--- src/rtl/hex_display_scanner_if.sv ---
// Bundles the syscall-side inputs and display-side outputs of hex_display_scanner.
interface hex_display_scanner_if;
  logic        load;
  logic [31:0] value;
  logic        halt;
  logic [7:0]  an;
  logic [6:0]  seg;
  logic        dp;

  modport master (output load, value, halt, input an, seg, dp);
  modport slave  (input load, value, halt, output an, seg, dp);
endinterface

--- src/rtl/hex_display_scanner.sv ---
// Time-multiplexed 8-digit active-low seven-segment scanner with halt freeze and blink.
// Optional macro HEX_SCAN_LEADING_ZERO_BLANK_EN blanks leading-zero digits above digit 0.
module hex_display_scanner #(
  parameter int unsigned REFRESH_DIV = 50000,
  parameter int unsigned BLINK_TICKS = 256
) (
  input  logic                  clk,
  input  logic                  rst_n,
  hex_display_scanner_if.slave  bus
);

  localparam int unsigned PW = $clog2(REFRESH_DIV);
  localparam int unsigned BW = $clog2(BLINK_TICKS + 1);

  logic [31:0]   disp_val;
  logic          halted;
  logic [PW-1:0] prescaler;
  logic [2:0]    digit_idx;
  logic [BW-1:0] blink_cnt;
  logic          blink_off;

  logic          tick_c;
  logic [3:0]    nibble_c;
  logic [6:0]    enc_c;
  logic          lz_blank_c;
  logic          blank_c;
  logic [7:0]    an_nxt_c;
  logic [6:0]    seg_nxt_c;
  logic          dp_nxt_c;

  assign tick_c = (prescaler == PW'(REFRESH_DIV - 1));

  // Capture, halt latch, prescaler, digit scan and blink timing
  always_ff @(posedge clk or negedge rst_n) begin
    if (!rst_n) begin
      disp_val  <= 32'h0;
      halted    <= 1'b0;
      prescaler <= '0;
      digit_idx <= 3'd0;
      blink_cnt <= '0;
      blink_off <= 1'b0;
    end else begin
      if (bus.load && !halted) disp_val <= bus.value;
      if (bus.halt)            halted   <= 1'b1;
      prescaler <= tick_c ? '0 : prescaler + PW'(1);
      if (tick_c) begin
        digit_idx <= digit_idx + 3'd1;
        if (halted) begin
          if (blink_cnt == BW'(BLINK_TICKS - 1)) begin
            blink_cnt <= '0;
            blink_off <= ~blink_off;
          end else begin
            blink_cnt <= blink_cnt + BW'(1);
          end
        end
      end
    end
  end

  assign nibble_c = disp_val[{digit_idx, 2'b00} +: 4];

  always_comb begin
    enc_c = 7'h7F;
    unique case (nibble_c)
      4'h0: enc_c = 7'h40;  4'h1: enc_c = 7'h79;
      4'h2: enc_c = 7'h24;  4'h3: enc_c = 7'h30;
      4'h4: enc_c = 7'h19;  4'h5: enc_c = 7'h12;
      4'h6: enc_c = 7'h02;  4'h7: enc_c = 7'h78;
      4'h8: enc_c = 7'h00;  4'h9: enc_c = 7'h10;
      4'hA: enc_c = 7'h08;  4'hB: enc_c = 7'h03;
      4'hC: enc_c = 7'h46;  4'hD: enc_c = 7'h21;
      4'hE: enc_c = 7'h06;  4'hF: enc_c = 7'h0E;
      default: enc_c = 7'h7F;
    endcase
  end

`ifdef HEX_SCAN_LEADING_ZERO_BLANK_EN
  logic [2:0] msd_c;

  // Index of the most significant nonzero nibble; digit 0 is never blanked
  always_comb begin
    msd_c = 3'd0;
    for (int unsigned k = 1; k < 8; k++) begin
      if (disp_val[4*k +: 4] != 4'h0) msd_c = 3'(k);
    end
  end

  assign lz_blank_c = (digit_idx > msd_c);
`else
  assign lz_blank_c = 1'b0;
`endif

  always_comb begin
    blank_c   = (halted && blink_off) || lz_blank_c;
    an_nxt_c  = blank_c ? 8'hFF : ~(8'h01 << digit_idx);
    seg_nxt_c = blank_c ? 7'h7F : enc_c;
    dp_nxt_c  = ~(halted && (digit_idx == 3'd0) && !blink_off);
  end

  // Registered display outputs
  always_ff @(posedge clk or negedge rst_n) begin
    if (!rst_n) begin
      bus.an  <= 8'hFF;
      bus.seg <= 7'h7F;
      bus.dp  <= 1'b1;
    end else begin
      bus.an  <= an_nxt_c;
      bus.seg <= seg_nxt_c;
      bus.dp  <= dp_nxt_c;
    end
  end

endmodule

--- src/flat_wrapper.sv ---
// flat-port wrapper written by rule: the top's interface ports become plain ports
module hex_display_scanner_flat 
#(
  parameter int unsigned REFRESH_DIV = 50000,
  parameter int unsigned BLINK_TICKS = 256
)
  (clk, rst_n, bus_load, bus_value, bus_halt, bus_an, bus_seg, bus_dp);
  hex_display_scanner_if bus_i ();
  input  logic clk;
  input  logic rst_n;
  input wire logic [$bits(bus_i.load)-1:0] bus_load;
  input wire logic [$bits(bus_i.value)-1:0] bus_value;
  input wire logic [$bits(bus_i.halt)-1:0] bus_halt;
  output wire logic [$bits(bus_i.an)-1:0] bus_an;
  output wire logic [$bits(bus_i.seg)-1:0] bus_seg;
  output wire logic [$bits(bus_i.dp)-1:0] bus_dp;
  assign bus_i.load = bus_load;
  assign bus_i.value = bus_value;
  assign bus_i.halt = bus_halt;
  assign bus_an = bus_i.an;
  assign bus_seg = bus_i.seg;
  assign bus_dp = bus_i.dp;
  hex_display_scanner #(.REFRESH_DIV(REFRESH_DIV), .BLINK_TICKS(BLINK_TICKS)) u_core (.clk(clk), .rst_n(rst_n), .bus(bus_i));
endmodule
--- config.mk ---
export PLATFORM = sky130hd
export DESIGN_NAME = hex_display_scanner_flat
export DESIGN_NICKNAME = d
export VERILOG_FILES = /design/src/rtl/hex_display_scanner_if.sv /design/src/rtl/hex_display_scanner.sv /design/src/flat_wrapper.sv
export SDC_FILE = /design/constraint.sdc
export NUM_CORES = 1
export LEC_CHECK = 0
export ABC_AREA = 1
export CORE_ASPECT_RATIO = 1.1
export CORE_MARGIN = 8
export CORE_UTILIZATION = 35
export DETAILED_ROUTE_END_ITERATION = 10
export GPL_TIMING_DRIVEN = 0
export HOLD_SLACK_MARGIN = 0.1
export PLACE_DENSITY = 0.58
export SYNTH_ARGS = -nofsm -noshare
export SYNTH_HDL_FRONTEND = slang
export SYNTH_SLANG_ARGS = --single-unit
--- constraint.sdc ---
create_clock -name clk -period 2.3 [get_ports clk]
set_clock_uncertainty 0.2 [all_clocks]
set_input_delay 0.345 -clock clk [delete_from_list [all_inputs] [get_ports clk]]
set_output_delay 0.345 -clock clk [all_outputs]
set_load 0.01 [all_outputs]
Word-level counts from Yosys, hierarchy flattened

Memories as Yosys holds them, arrays and structs flattened.
Index checks and enable logic that the tools add are counted.

$add $sub $neg: 3
Equality and inequality tests: 2
Shift-type cells: 2
Mux-type cells: 4
Bitwise operators: 3
Reductions and logical operators: 9

Operators by type and width:

| operator                | number |
|---|---|
| $shiftx A32 B6 Y4       | 1 |
| $add A16 B1 Y16 const B | 1 |
| $eq A16 B16 Y1 const B  | 1 |
| $mux W16                | 1 |
| $add A9 B1 Y9 const B   | 1 |
| $eq A9 B8 Y1 const B    | 1 |
| $mux W9                 | 1 |
| $mux W8                 | 1 |
| $not A8 Y8              | 1 |
| $shl A1 B3 Y8 const A   | 1 |
| $mux W7                 | 1 |
| $logic_and A1 B1 Y1     | 4 |
| $add A3 B1 Y3 const B   | 1 |
| $logic_not A3 Y1        | 1 |
| $reduce_and A3 Y1       | 1 |
| $logic_not A1 Y1        | 2 |
| $not A1 Y1              | 2 |
| $reduce_and A2 Y1       | 1 |

Register bits: 78
Memory bits (read-only): 112
Input bits: 36
Output and inout port bits: 16
Word-level logic and storage cells: 33
Memories kept: 1

Memories:

| memory          | words | width | rd ports | clocked after memory_dff | write ports | RTL line                  | source |
|---|---|---|---|---|---|---|---|
| (no name shown) | 16    | 7     | 1        | 0                        | 0           | hex_display_scanner.sv:64 | `unique case (nibble_c)` |

Depth between registers and ports, before layout

Gate-level depths: netlist of the first run.

Word-level depth: 4
Gate-level depth with buffers: 13
Mapped depth without buffers: 11

Worst setup path after synthesis of the first run

No wires, ideal clock.

Path type: register to register
Start point: reg u_core.digit_idx[0]
End point: reg u_core.bus.seg[5]
Arrival: 1,597 ps
Data required time: 2,007 ps
Slack: 410 ps
Stages on the path, launching flop included: 14
Period minus slack after synthesis: 1,890 ps
Path through: dfrtp_1 > buf_6 > buf_6 > nor2_1 > nor2_1 > nand2_1 > nand3_1 > nand2_1 > inv_1 > ha_1 > nand3_1 > nand2_1 > nand2_1 > nand3_1

Cells in the longest elaborated chain, start to end: 3

RTL lines:

| element                       | RTL line                     | source |
|---|---|---|
| from (decl)                   | hex_display_scanner.sv:18    | `logic [2:0] digit_idx;` |
| from (signal assigned)        | hex_display_scanner.sv:47    | `digit_idx <= digit_idx + 3'd1;` |
| $shiftx A32 B6 Y4             | hex_display_scanner.sv:60    | `assign nibble_c = disp_val[{digit_idx, 2'b00} +: 4];` |
| $mem_v2 Z16 W7                | --                           |  |
| $mux W7                       | hex_display_scanner.sv:96    | `seg_nxt_c = blank_c ? 7'h7F : enc_c;` |
| named net u_core.seg_nxt_c[5] | hex_display_scanner.sv:28    | `logic [6:0] seg_nxt_c;` |
| to (signal assigned)          | hex_display_scanner.sv:108   | `bus.seg <= seg_nxt_c;` |
| to (decl)                     | hex_display_scanner_if.sv:11 | `modport slave (input load, value, halt, output an, seg, dp);` |

The timed path passes the listed nets, and every way through them passes these cells.
A chain may end at the register's enable or synchronous reset.

Worst setup path in the final report of the first run

Start point: reg u_core.digit_idx[0]
End point: reg u_core.bus.seg[2]

The elaborated chain is that of the path after synthesis.

==> impl_metrics.env, run 1 <==
export IMPL_crit_start="u_core.digit_idx[0]"
export IMPL_overflow=0
export IMPL_grt_max_degree=68
export IMPL_cp_slowest_cell="dfrtp_1"
export IMPL_path_max_fanout=11
export IMPL_cts_inserted_buffers=9
export IMPL_avgSynthCellArea_um2=8.20
export IMPL_drc=0
export IMPL_syn_inst=485
export IMPL_pwr_share_seq_pct=46.0
export IMPL_status="completed"
export IMPL_h_tree_depth=3
export IMPL_initial_core_util_pct=35.3
export IMPL_cts_tree="done"
export IMPL_peakVddDrop_v=0.000426
export IMPL_grt_antenna_before_repair=0
export IMPL_die_h_um=128
export IMPL_pre_cts_ws_ns=0.0708
export IMPL_core_um2=11300
export IMPL_port_buffers=51
export IMPL_slew_headroom_pct=70.4
export IMPL_floorplan_rows=41
export IMPL_seq_area_frac_synth_pct=49.6
export IMPL_yosys_warnings=0
export IMPL_r2r_start="u_core.digit_idx[0]"
export IMPL_worstSkewPairLatency_ns=0.33
export IMPL_dieWidth_um=118
export IMPL_setup_viol_count_final=0
export IMPL_grt_busiest_layer="met2"
export IMPL_comb_power_share_pct=9.7
export IMPL_p_switching_uw=750
export IMPL_viasPerCell=4.65
export IMPL_seq_area_um2=1970
export IMPL_area_growth_pct=26.1
export IMPL_hold_slack_ns=0.200
export IMPL_yosysTopAreaCell="dfrtp_1"
export IMPL_syn_nets=535
export IMPL_cts_root_buf="clkbuf_16"
export IMPL_p_sw_share_pct=23.4
export IMPL_layout_drive_gt1_share_pct=12.3
export IMPL_layout_nets=599
export IMPL_cts_num_sinks=78
export IMPL_first_pass_iters=4
export IMPL_ys_top_cells_by_area="dfrtp_1 (39%), dfstp_2 (11%), nand2_1 (9.2%), nand3_1 (8.7%), inv_1 (6.2%)"
export IMPL_maxSlewViolCount=0
export IMPL_cts_setup_buffers=0
export IMPL_leakagePower_nw=2.39
export IMPL_synth_cell_area_um2=3980
export IMPL_synth_seq_cells=78
export IMPL_grt_pass1_vias=3368
export IMPL_hold_class="in -> async"
export IMPL_final_area_um2=5020
export IMPL_cp_data_required_time_ns=2.35
export IMPL_power_density_nw_per_um2=637
export IMPL_cp_arrival_ns=2.21
export IMPL_clk_pin_slew_ns=0.07
export IMPL_pin_count=52
export IMPL_timing_fmax_mhz=463
export IMPL_multi_input_area_um2=1620
export IMPL_detail_route_wl_per_cell_um=12.7
export IMPL_slowest_delay_ns=0.41
export IMPL_tightest_slew_ns=0.440
export IMPL_period_needed_ns=2.16
export IMPL_die_area_um2=15000
export IMPL_critPathLaunchType="flop"
export IMPL_grt_usage_pct=12.7
export IMPL_grt_pass1_wl_um=15700
export IMPL_ant_nets=0
export IMPL_path_cells="buf_6, inv_8, buf_6, nand2_1, nand3_1, nand2_1, nand2_1, nand2_1, ha_1, inv_1, nand3_1, o211ai_1"
export IMPL_place_area_um2=4700
export IMPL_vias=3272
export IMPL_clock_path_buffers=2
export IMPL_power_share_clock_pct=44.3
export IMPL_synth_distinct_cells=35
export IMPL_drtIter0Drc=191
export IMPL_p_int_mw=2.45
export IMPL_critPathMostFrequentCell="nand2_1"
export IMPL_gp_congestion=0.813
export IMPL_cp_end_kind="flop"
export IMPL_hold_viol_final=0
export IMPL_use_met1_pct=15.2
export IMPL_final_util_pct=44.5
export IMPL_maxCapViolations=0
export IMPL_insertedDiodeCount=0
export IMPL_num_fill_cells=1133
export IMPL_use_met3_pct=2.42
export IMPL_dpl_hpwl_um=6650
export IMPL_min_period_over_period_pct=93.9
export IMPL_synth_top_area_share_pct=39.0
export IMPL_drt_wl_total_um=8960
export IMPL_setup_slack_ns=0.140
export IMPL_met2_usage_pct=22.1
export IMPL_critical_path_class="reg -> reg"
export IMPL_power_mw=3.20
[per-layer routing]
metal / part of all wire, % / up-vias / wire (um)
li1: - / 1663 / -
met1: 46 / 1548 / 4110
met2: 50 / 51 / 4450
met3: 3.1 / 10 / 274
met4: 1.4 / 0 / 121
met5: 0 / - / 0
[sequential cells by signal, summed over array words and instances, names as in the netlist, 3 cells and up]
register,flops
u_core.disp_val,32
u_core.prescaler,16
u_core.blink_cnt,9
u_core.bus.an,8
u_core.bus.seg,7
u_core.digit_idx,3
[stage by stage]
stage,TNS [ns],std cells
after floorplan,0,485
after global placement,-148.16,686
after detailed placement,0,687
after CTS,0,704
after global routing,-0.00221,704
final,0,704
[cells by family (layout without fill, tap and decap cells)]
logic type | count (synthesis) | in the layout | synth area share [%]
AO/OA/AOI/OAI | 46 | 46 | 6.16
flip-flops | 78 | 78 | 49.6
XOR/XNOR | 9 | 9 | 1.98
adder cells (fa/ha/maj) | 14 | 14 | 4.40
buffers and inverters | 87 | 156 | 9.81
AND/OR/NAND/NOR | 250 | 250 | 27.8
multiplexers | 1 | 1 | 0.283
[repair_timing]
item                       in CTS  in global routing
hold endpoints to repair       62                  0
gates resized for setup         0                  2
hold buffers                    1                  0
setup endpoints to repair       0                  5
[cell usage after synthesis]
cell type and instances:
nand2_1 97, nand3_1 69, inv_1 66, dfrtp_1 62, nor2_1 55, a21oi_1 31
dfstp_2 16, ha_1 14, nor3_1 11, xor2_1 8, buf_2 6, buf_6 6
inv_2 6, o21ai_0 5, o21ai_1 5, nand2_2 4, nand4_1 4, nor2_2 2
nor3_2 2, a21boi_0 1, a21o_1 1, buf_4 1, clkbuf_1 1, inv_8 1
mux2_2 1, nand2_4 1, nand3_2 1, nor2_4 1, nor3b_1 1, nor4_1 1
o211a_1 1, o211ai_1 1, o21bai_1 1, or2_2 1, xnor2_1 1
[power by group through the flow]
stage               clock network (mW)  logic (mW)  registers (mW)
floorplan                            0       0.134            1.50
global placement                     0       0.300            1.49
detailed placement                   0       0.311            1.50
CTS                               1.46       0.314            1.47
global route                      1.51       0.352            1.48
finish                            1.42       0.311            1.47
[final timing paths]
check,end,slack [ns],cells after the start
min reg2reg,u_core.prescaler[0],0.27,1
max in group asynchronous,u_core.bus.an[4],1.08,3
min,u_core.disp_val[27],0.20,2
max reg2reg,u_core.bus.seg[2],0.14,12
min in group clk,u_core.prescaler[0],0.27,1
max,u_core.bus.seg[2],0.14,12
[critical path: cells and delay by family (launching register included)]
kind | cells | cell delay [ns]
flops | 1 | 0.41
simple gates | 6 | 0.52
buf+inv | 4 | 0.48
compound gates | 1 | 0.19
fa+ha+maj | 1 | 0.26
[layout by cell type (no fill, tap or decap), drive strengths merged, types with 4 or more instances in the layout]
cell type      netlist  final
clkinv               0      4
buf                 13     15
clkdlybuf4s50        0     50
nor3                13     13
nand2              102    102
xor2                 8      8
nand3               70     70
dfstp               16     16
o21ai               10     10
dfrtp               62     62
clkbuf               1     10
inv                 73     74
a21oi               31     31
nor2                58     58
ha                  14     14
nand4                4      4
[cell type report]
type / instances / area share, %
flip-flops and latches: 78 / 39.3
clock buffers: 9 / 4.49
inverters: 73 / 5.61
clock inverters: 7 / 1.47
repair buffers: 53 / 10.9
plain buffers: 14 / 2.17
well taps: 150 / 3.74
multi-input cells: 320 / 32.4
Note: power is estimated with default switching activity, not from simulation.
==> run 2, diff against run 1 <==
Settings changed: CORE_UTILIZATION 35 to 55, PLACE_DENSITY 0.58 to 0.83.
==> impl_metrics.env, run 2 (synthesis gave the netlist of run 1 again) <==
export IMPL_p_int_mw=2.25
export IMPL_setup_slack_ns=0.148
export IMPL_die_h_um=105
export IMPL_hold_class="in -> async"
export IMPL_detail_route_wl_per_cell_um=13.7
export IMPL_cts_num_sinks=78
export IMPL_maxSlewViolCount=0
export IMPL_place_area_um2=4620
export IMPL_clk_pin_slew_ns=0.09
export IMPL_pin_count=52
export IMPL_area_growth_pct=22.5
export IMPL_drt_wl_total_um=8790
export IMPL_regMostFlops="u_core.disp_val"
export IMPL_power_share_clock_pct=39.3
export IMPL_dpl_hpwl_um=6280
export IMPL_p_switching_uw=691
export IMPL_grt_antenna_before_repair=0
export IMPL_core_um2=7010
export IMPL_path_max_fanout=10
export IMPL_dp_cells=622
export IMPL_critPathLaunchType="flop"
export IMPL_layout_nets=601
export IMPL_rrSetupSlack_ns=0.15
export IMPL_critical_path_class="reg -> reg"
export IMPL_cp_end_kind="flop"
export IMPL_viasPerCell=5.32
export IMPL_maxCapViolations=0
export IMPL_cp_data_required_time_ns=2.37
export IMPL_vias=3407
export IMPL_cts_tree="done"
export IMPL_min_period_over_period_pct=93.5
export IMPL_cts_inserted_buffers=9
export IMPL_reg_top3="u_core.disp_val x32, u_core.prescaler x16, u_core.blink_cnt x9"
export IMPL_pwr_share_seq_pct=50.0
export IMPL_comb_power_share_pct=10.7
export IMPL_port_buffers=51
export IMPL_hold_viol_final=0
export IMPL_floorplan_rows=32
export IMPL_dieWidth_um=97.1
export IMPL_layout_drive_gt1_share_pct=12.4
export IMPL_period_needed_ns=2.15
export IMPL_p_sw_share_pct=23.5
export IMPL_grt_max_degree=60
export IMPL_insertedDiodeCount=0
export IMPL_first_pass_iters=5
export IMPL_leakagePower_nw=2.37
export IMPL_rsz0062_at_grt="no"
export IMPL_final_util_pct=69.6
export IMPL_setup_viol_count_final=0
export IMPL_peakVddDrop_v=0.000419
export IMPL_cp_arrival_ns=2.22
export IMPL_drtIter0Drc=189
export IMPL_timing_fmax_mhz=465
export IMPL_overflow=0
export IMPL_largest_reg_flops=32
export IMPL_h_tree_depth=3
export IMPL_fin_setup_tns_ns=0
export IMPL_cts_root_buf="clkbuf_8"
export IMPL_gp_congestion=0.878
export IMPL_worstSkewPairLatency_ns=0.36
export IMPL_pre_cts_ws_ns=0.0645
export IMPL_status="completed"
export IMPL_grt_usage_pct=17.7
export IMPL_hold_slack_ns=0.206
export IMPL_power_mw=2.94
export IMPL_grt_pass1_wl_um=15000
export IMPL_die_area_um2=10200
export IMPL_initial_core_util_pct=56.8
export IMPL_ant_nets=0
export IMPL_slew_headroom_pct=71.9
export IMPL_final_area_um2=4880
export IMPL_layout_commonest_cell="nand2_1"
export IMPL_instances_no_fill=641
export IMPL_grt_pass1_vias=3335
export IMPL_clock_path_buffers=2
export IMPL_drc=0
export IMPL_power_density_nw_per_um2=603
export IMPL_final_cell_mix="nand2_1 (96), nand3_1 (69), inv_1 (66), dfrtp_1 (62), nor2_1 (55)"
export IMPL_tightest_slew_ns=0.418
==> run 2: cell types whose count changed in the layout (fill, tap and decap cells not counted), sizes merged <==
cell / before / now
buf: 15 / 17
bufinv: 1 / 2
clkbuf: 10 / 12
clkinv: 4 / 1
==> run 2: cell type report <==
class                           instances  area (um2)
Fill cell                             543        2130
Tap cell                               85         106
Sequential cell                        78        1970
Multi-Input combinational cell        320        1620
Clock buffer                           11         141
Timing Repair Buffer                   55         561
Inverter                               73         282
Clock inverter                          5        81.3
Buffer                                 14         109
==> run 2: worst paths after layout <==
path / startpoint / end / cells past startpoint
max: u_core.digit_idx[0] / u_core.bus.seg[5] / 13
min: rst_n / u_core.disp_val[3] / 2
max reg2reg: u_core.digit_idx[0] / u_core.bus.seg[5] / 13
min reg2reg: u_core.prescaler[0] / u_core.prescaler[0] / 1
max in group asynchronous: rst_n / u_core.bus.an[4] / 3
min in group clk: u_core.prescaler[0] / u_core.prescaler[0] / 1
==> run 2: power by group through the flow <==
stage	logic [mW]	clock network (mW)	registers (mW)
after floorplan	0.134	0	1.50
after global placement	0.294	0	1.49
after detailed placement	0.309	0	1.50
after CTS	0.314	1.17	1.47
after global routing	0.353	1.23	1.48
final	0.315	1.15	1.47
==> run 2: timing repair <==
action                                 4_1_cts  5_1_grt
endpoints found under the hold margin       62        0
gates resized for setup                      0        2
buffers inserted                             0        2
setup endpoints to repair                    0        5
hold buffers                                 1        0
==> run 2: per-layer routing <==
metal	track usage, %	routed length, um
met1	20.5	3730
met2	29.6	4310
met3	4.55	524
met4	8.69	231
met5	0	0
==> run 2: worst max-delay path, stage by stage, from the launching register on <==
cell     delay [ns]
dfrtp_1        0.40
buf_6          0.16
buf_6          0.15
nor2_1         0.12
nor2_1         0.06
nand2_1        0.06
nand3_1        0.12
nand2_4        0.14
inv_1          0.09
ha_1           0.21
nand3_1        0.14
nand2_1        0.08
nand2_1        0.06
nand3_1        0.08
==> run 3, diff against run 2 <==
Settings changed: HOLD_SLACK_MARGIN 0.1 to 0.06.
==> results of run 3 <==
No change in the layout: final DEF, timing and power equal those of run 2.
==> RTL edit 1, RTL diff (flow settings as in run 3) <==
`BLINK_TICKS` is set to 256 in 2 places; all go to 512.
--- a/src/rtl/hex_display_scanner.sv
+++ b/src/rtl/hex_display_scanner.sv
@@ -4,3 +4,3 @@
   parameter int unsigned REFRESH_DIV = 50000,
-  parameter int unsigned BLINK_TICKS = 256
+  parameter int unsigned BLINK_TICKS = 512
 ) (
--- a/src/flat_wrapper.sv
+++ b/src/flat_wrapper.sv
@@ -4,3 +4,3 @@
   parameter int unsigned REFRESH_DIV = 50000,
-  parameter int unsigned BLINK_TICKS = 256
+  parameter int unsigned BLINK_TICKS = 512
 )
Check against the original RTL: same outputs for any inputs over 10 cycles, from zero or initial values and one cycle with rst_n low; that may be too few to reach the edited logic, so the function may still have changed.
==> RTL edit 1 against run 3 <==
Combinational power about the same; sequential cell count increased by 1; die area increased by 0.21%; critical path type unchanged; wire length increased by 0.44%; total power increased by 4.5%; setup slack got worse by 0.0011 ns; area after synthesis increased by 0.25%; cell area increased by 0.46%.
==> RTL edit 1: results (changes against run 3) <==
[min_path]
min_delay_path_depth=1
hold_class=reg2reg

[synth]
synth_common_cells=sky130_fd_sc_hd__nand2_1, sky130_fd_sc_hd__dfrtp_1, sky130_fd_sc_hd__nor2_1, sky130_fd_sc_hd__nand3_1, sky130_fd_sc_hd__inv_1
synth_nets=537  ; +0.37%
synth_cell_types=31  ; -11%
netlist_top_cells_area=sky130_fd_sc_hd__dfrtp_1, sky130_fd_sc_hd__dfstp_2, sky130_fd_sc_hd__nand2_1, sky130_fd_sc_hd__nand3_1, sky130_fd_sc_hd__nor2_1

[placement]
numPortBuffers=51  ; unchanged
dpl.cell_count=624  ; +0.32%

[timing]
timing.max_slew.rel_slack_pct=68.7  ; -3.3 points

[setup_path]
timing.reg2reg.worst_path_depth=12  ; -1

[grt]
grt_max_degree=49  ; -18%
grt_use_total_pct=17.9  ; +0.26 points
gr-usage-met1_pct=21.8  ; +1.2 points
use_met2_pct=29.7  ; +0.15 points
wire_length_of_the_first_global_routing_pass_um=15500  ; +3.5%
via_count_of_the_first_global_routing_pass=3474  ; +4.2%
met3_usage_pct=3.00  ; -1.5 points

[clock_tree]
cts-root-to-sink-buffers=2  ; unchanged

[drt]
detail_route.iter0.violations=179  ; -5.3%
m1WireLength_um=3950  ; +5.8%
drt-vias-per-instance=5.26  ; -1.0%
drt_pre_antenna_iters=4  ; -1
sum_of_routed_wire_length_over_all_layers_um=8830  ; +0.44%
met3WireLength_um=372  ; -29%
routed-wl-met2_um=4340  ; +0.70%
via_count=3366  ; -1.2%

[pwr]
p_leak_uw=0.00238  ; +0.47%

[layout]
reg.largest.list=u_core.disp_val (32), u_core.prescaler (16), u_core.blink_cnt (10)
layout.filler_cells=537  ; -1.1%
drive_gt1_share_pct=11.9  ; -0.52 points

[status]
run_status=complete, no violations

-- RTL edit 1: stage by stage --
step	TNS, ns	total power (uW)	hold slack [ns]	worst slack (ns)	area, um2
after floorplan	0	1660	-0.151	0.217	3990
after detailed placement	-0.995	1830	0.109	-0.208	4630
final	0	3070	0.261	0.147	4900
after CTS	0	3090	0.262	0.0482	4890
after global routing	-0.0494	3180	0.297	-0.0282	4900
after global placement	-136.96	1810	0.244	-1.91	4610
-- RTL edit 1: cell families (layout without fill, tap and decap cells) --
logic type / count (synthesis) / count (layout) / synth area share (%)
adders and majority gates: 14 / 14 / 4.39
and+or+nand+nor: 256 / 256 / 28.1
buffers and inverters: 78 / 146 / 7.81
AOI/OAI and AO/OA: 44 / 44 / 5.96
DFF: 79 / 79 / 50.1
xor gates and xnor gates: 13 / 13 / 2.85
muxes: 3 / 3 / 0.847
-- RTL edit 1: worst paths after layout --
path,to,slack (ns)
setup / recovery,u_core.bus.seg[0],0.15
hold / removal,u_core.prescaler[0],0.26
setup reg to reg,u_core.bus.seg[0],0.15
hold reg to reg,u_core.prescaler[0],0.26
max in group asynchronous,u_core.bus.seg[1],0.99
min in group asynchronous,u_core.halted,0.28
-- RTL edit 1: timing repair --
action                                  in CTS  in global routing
hold buffers                                 1                  0
pin swaps                                    0                  1
resized for setup                            2                  5
endpoints found under the hold margin       31                  0
endpoints found under the setup margin       7                 14
-- RTL edit 1: final cells by class --
| type | instances | area, um2 | share of cell area [%] |
|---|---|---|---|
| plain buffers | 13 | 68.8 | 1.40 |
| clock buffers | 11 | 141 | 2.89 |
| clock inverters | 5 | 105 | 2.15 |
| inverters | 64 | 240 | 4.90 |
| multi-input cells | 330 | 1690 | 34.6 |
| flip-flops and latches | 79 | 2000 | 40.8 |
| well taps | 85 | 106 | 2.17 |
| repair buffers | 53 | 546 | 11.1 |
-- RTL edit 1: where the power goes --
group          switching [uW]  internal (uW)  leakage [uW]  total, uW
sequential               19.9           1470      0.000909       1490
clock                     515            751      0.000116       1270
combinational             161            152       0.00136        314
-- RTL edit 1: worst max-delay path, stage by stage, from the launching register on --
cell                      delay, ns
sky130_fd_sc_hd__dfrtp_1       0.43
sky130_fd_sc_hd__inv_2         0.14
sky130_fd_sc_hd__buf_4         0.21
sky130_fd_sc_hd__nand2_1       0.08
sky130_fd_sc_hd__nand3_1       0.08
sky130_fd_sc_hd__nand3_1       0.09
sky130_fd_sc_hd__nand2_2       0.14
sky130_fd_sc_hd__inv_1         0.10
sky130_fd_sc_hd__ha_1          0.23
sky130_fd_sc_hd__inv_1         0.11
sky130_fd_sc_hd__nand3_1       0.09
sky130_fd_sc_hd__nand3_1       0.10
sky130_fd_sc_hd__nand3_1       0.08
==> RTL edit 2, RTL diff (flow settings as in run 3) <==
Made on the original files. Reset style: synchronous (`rst_n`), changed in 2 clocked blocks.
--- a/src/rtl/hex_display_scanner.sv
+++ b/src/rtl/hex_display_scanner.sv
@@ -33,3 +33,3 @@
   // Capture, halt latch, prescaler, digit scan and blink timing
-  always_ff @(posedge clk or negedge rst_n) begin
+  always_ff @(posedge clk) begin
     if (!rst_n) begin
@@ -100,3 +100,3 @@
   // Registered display outputs
-  always_ff @(posedge clk or negedge rst_n) begin
+  always_ff @(posedge clk) begin
     if (!rst_n) begin
Behaviour: differs if rst_n is asserted again (counterexample within 4 cycles, from zero or initial values and one cycle with rst_n low); with rst_n held inactive, the same outputs for 10 cycles.
==> RTL edit 2 against run 3 <==
Setup slack improved by 0.058 ns; total power fell by 1.0%; sequential cell count did not move; area after synthesis fell by 4.6%; wire length rose by 1.7%; die area fell by 3.9%; cell area fell by 4.8%; combinational power rose by 3%; core utilization rose by 0.36 points; critical path type unchanged; largest cell class is now multi-input combinational cells.
==> RTL edit 2: results (changes against run 3) <==
[status]
run_status=complete, no violations

[layout]
seq_area_share_pct=33.7  ; -6.8 points
nets_final=626  ; +4.2%
non_clock_buffer_count=70  ; +1.4%
drive_gt1_share_pct=11.9  ; -0.53 points
layout_non_clock_buf_share_pct=13.6  ; -0.082 points
inverters_excl_clock=76  ; +4.1%
multi_input_area_share_pct=39.1  ; +5.8 points
layout.comb_gates.multi_input=341  ; +6.6%
clockNetworkAreaShare_pct=4.83  ; +0.26 points

[synth]
synth_common_cells=sky130_fd_sc_hd__nand2_1, sky130_fd_sc_hd__dfxtp_1, sky130_fd_sc_hd__inv_1, sky130_fd_sc_hd__nand3_1, sky130_fd_sc_hd__a21oi_1
netlist_top_cells_area=sky130_fd_sc_hd__dfxtp_1, sky130_fd_sc_hd__nand2_1, sky130_fd_sc_hd__inv_1, sky130_fd_sc_hd__nand3_1, sky130_fd_sc_hd__a21oi_1
syn_inst=514  ; +6.0%
synth-main-ff-cell=sky130_fd_sc_hd__dfxtp_1
yosysSeqAreaShare_pct=41.1  ; -8.4 points
synth_cell_types=36  ; +2.9%
synth_nets=564  ; +5.4%
ffs_w_async_s_r_synth_pct=0  ; -100 points

[pwr]
peakVddDrop_mv=0.416  ; -0.73%
pwr.group.sequential_uw=1430  ; -3%
clock_power_share_pct=39.6  ; +0.3 points
power_switching_share_pct=24.2  ; +0.68 points

[placement]
dp_hpwl_um=6510  ; +3.5%
gp_congestion=0.933  ; +6.3%

[setup_path]
timing.reg2reg.worst_path_depth=12  ; -1
reg2reg_setup_slack_ns=0.21  ; +0.06 ns
timing.rr.start=u_core.digit_idx[0]
slowest_stage_delay_on_critical_path_ns=0.38  ; -0.02 ns
slowest_stage_cell_crit_path=sky130_fd_sc_hd__dfxtp_1
worst_ep_arrival_time_ns=2.13  ; -0.09 ns
rr_endpoint=u_core.bus.seg[1]

[drt]
met3WireLength_um=452  ; -14%
m1WireLength_um=3770  ; +1.1%
via_count=3464  ; +1.7%
drt_pre_antenna_iters=4  ; -1

[grt]
grt_max_degree=14  ; -77%
met3_usage_pct=4.15  ; -0.39 points
gr-usage-met1_pct=21.8  ; +1.2 points

[timing]
fin_hold_ws_ns=0.250  ; +0.0448 ns
actual_transition_at_the_worst_max_transition_pin_ns=0.610  ; +0.193 ns

[min_path]
hold_class=reg2reg

==> RTL edit 2: cell types whose count changed after synthesis, moves of 9 or more <==
cell	before	now
sky130_fd_sc_hd__a21oi_2	0	11
sky130_fd_sc_hd__dfxtp_1	0	78
sky130_fd_sc_hd__nor2_1	55	30
sky130_fd_sc_hd__dfrtp_1	62	0
sky130_fd_sc_hd__nand2_1	97	106
sky130_fd_sc_hd__nand3_1	69	49
sky130_fd_sc_hd__dfstp_2	16	0
sky130_fd_sc_hd__o21ai_0	5	35
==> RTL edit 2: through the flow <==
step	setup slack (ns)	cell area [um2]	total power (uW)	util (%)
finish	0.206	4640	2910	69.9
global route	0.0158	4640	3030	69.9
CTS	0.119	4630	2930	69.9
detailed placement	0.117	4410	1790	66.5
global placement	0.129	4410	1780	66.5
floorplan	0.428	3800	1640	-
==> RTL edit 2: worst max path at each step <==
stage	from	to	slack (ns)	cells past startpoint
after global placement	rst_n	u_core.blink_cnt[8]	0.13	4
after global routing	u_core.digit_idx[0]	u_core.bus.seg[5]	0.02	12
final	u_core.digit_idx[0]	u_core.bus.seg[1]	0.21	12
after CTS	u_core.digit_idx[0]	u_core.bus.seg[5]	0.12	12
after detailed placement	rst_n	u_core.blink_cnt[8]	0.12	4
after floorplan	u_core.digit_idx[0]	u_core.bus.seg[3]	0.43	13
==> RTL edit 2: cell families after synthesis <==
logic type	synth area share [%]
buffers and inverters	11.2
AO/OA/AOI/OAI	13.2
AND/OR/NAND/NOR	28.5
XOR/XNOR	1.38
flip-flops	41.1
adder cells (fa/ha/maj)	4.61
==> RTL edit 2: what timing repair did <==
action	CTS	global route
endpoints found under the setup margin	0	3
gates resized for setup	0	2
endpoints found under the hold margin	0	0
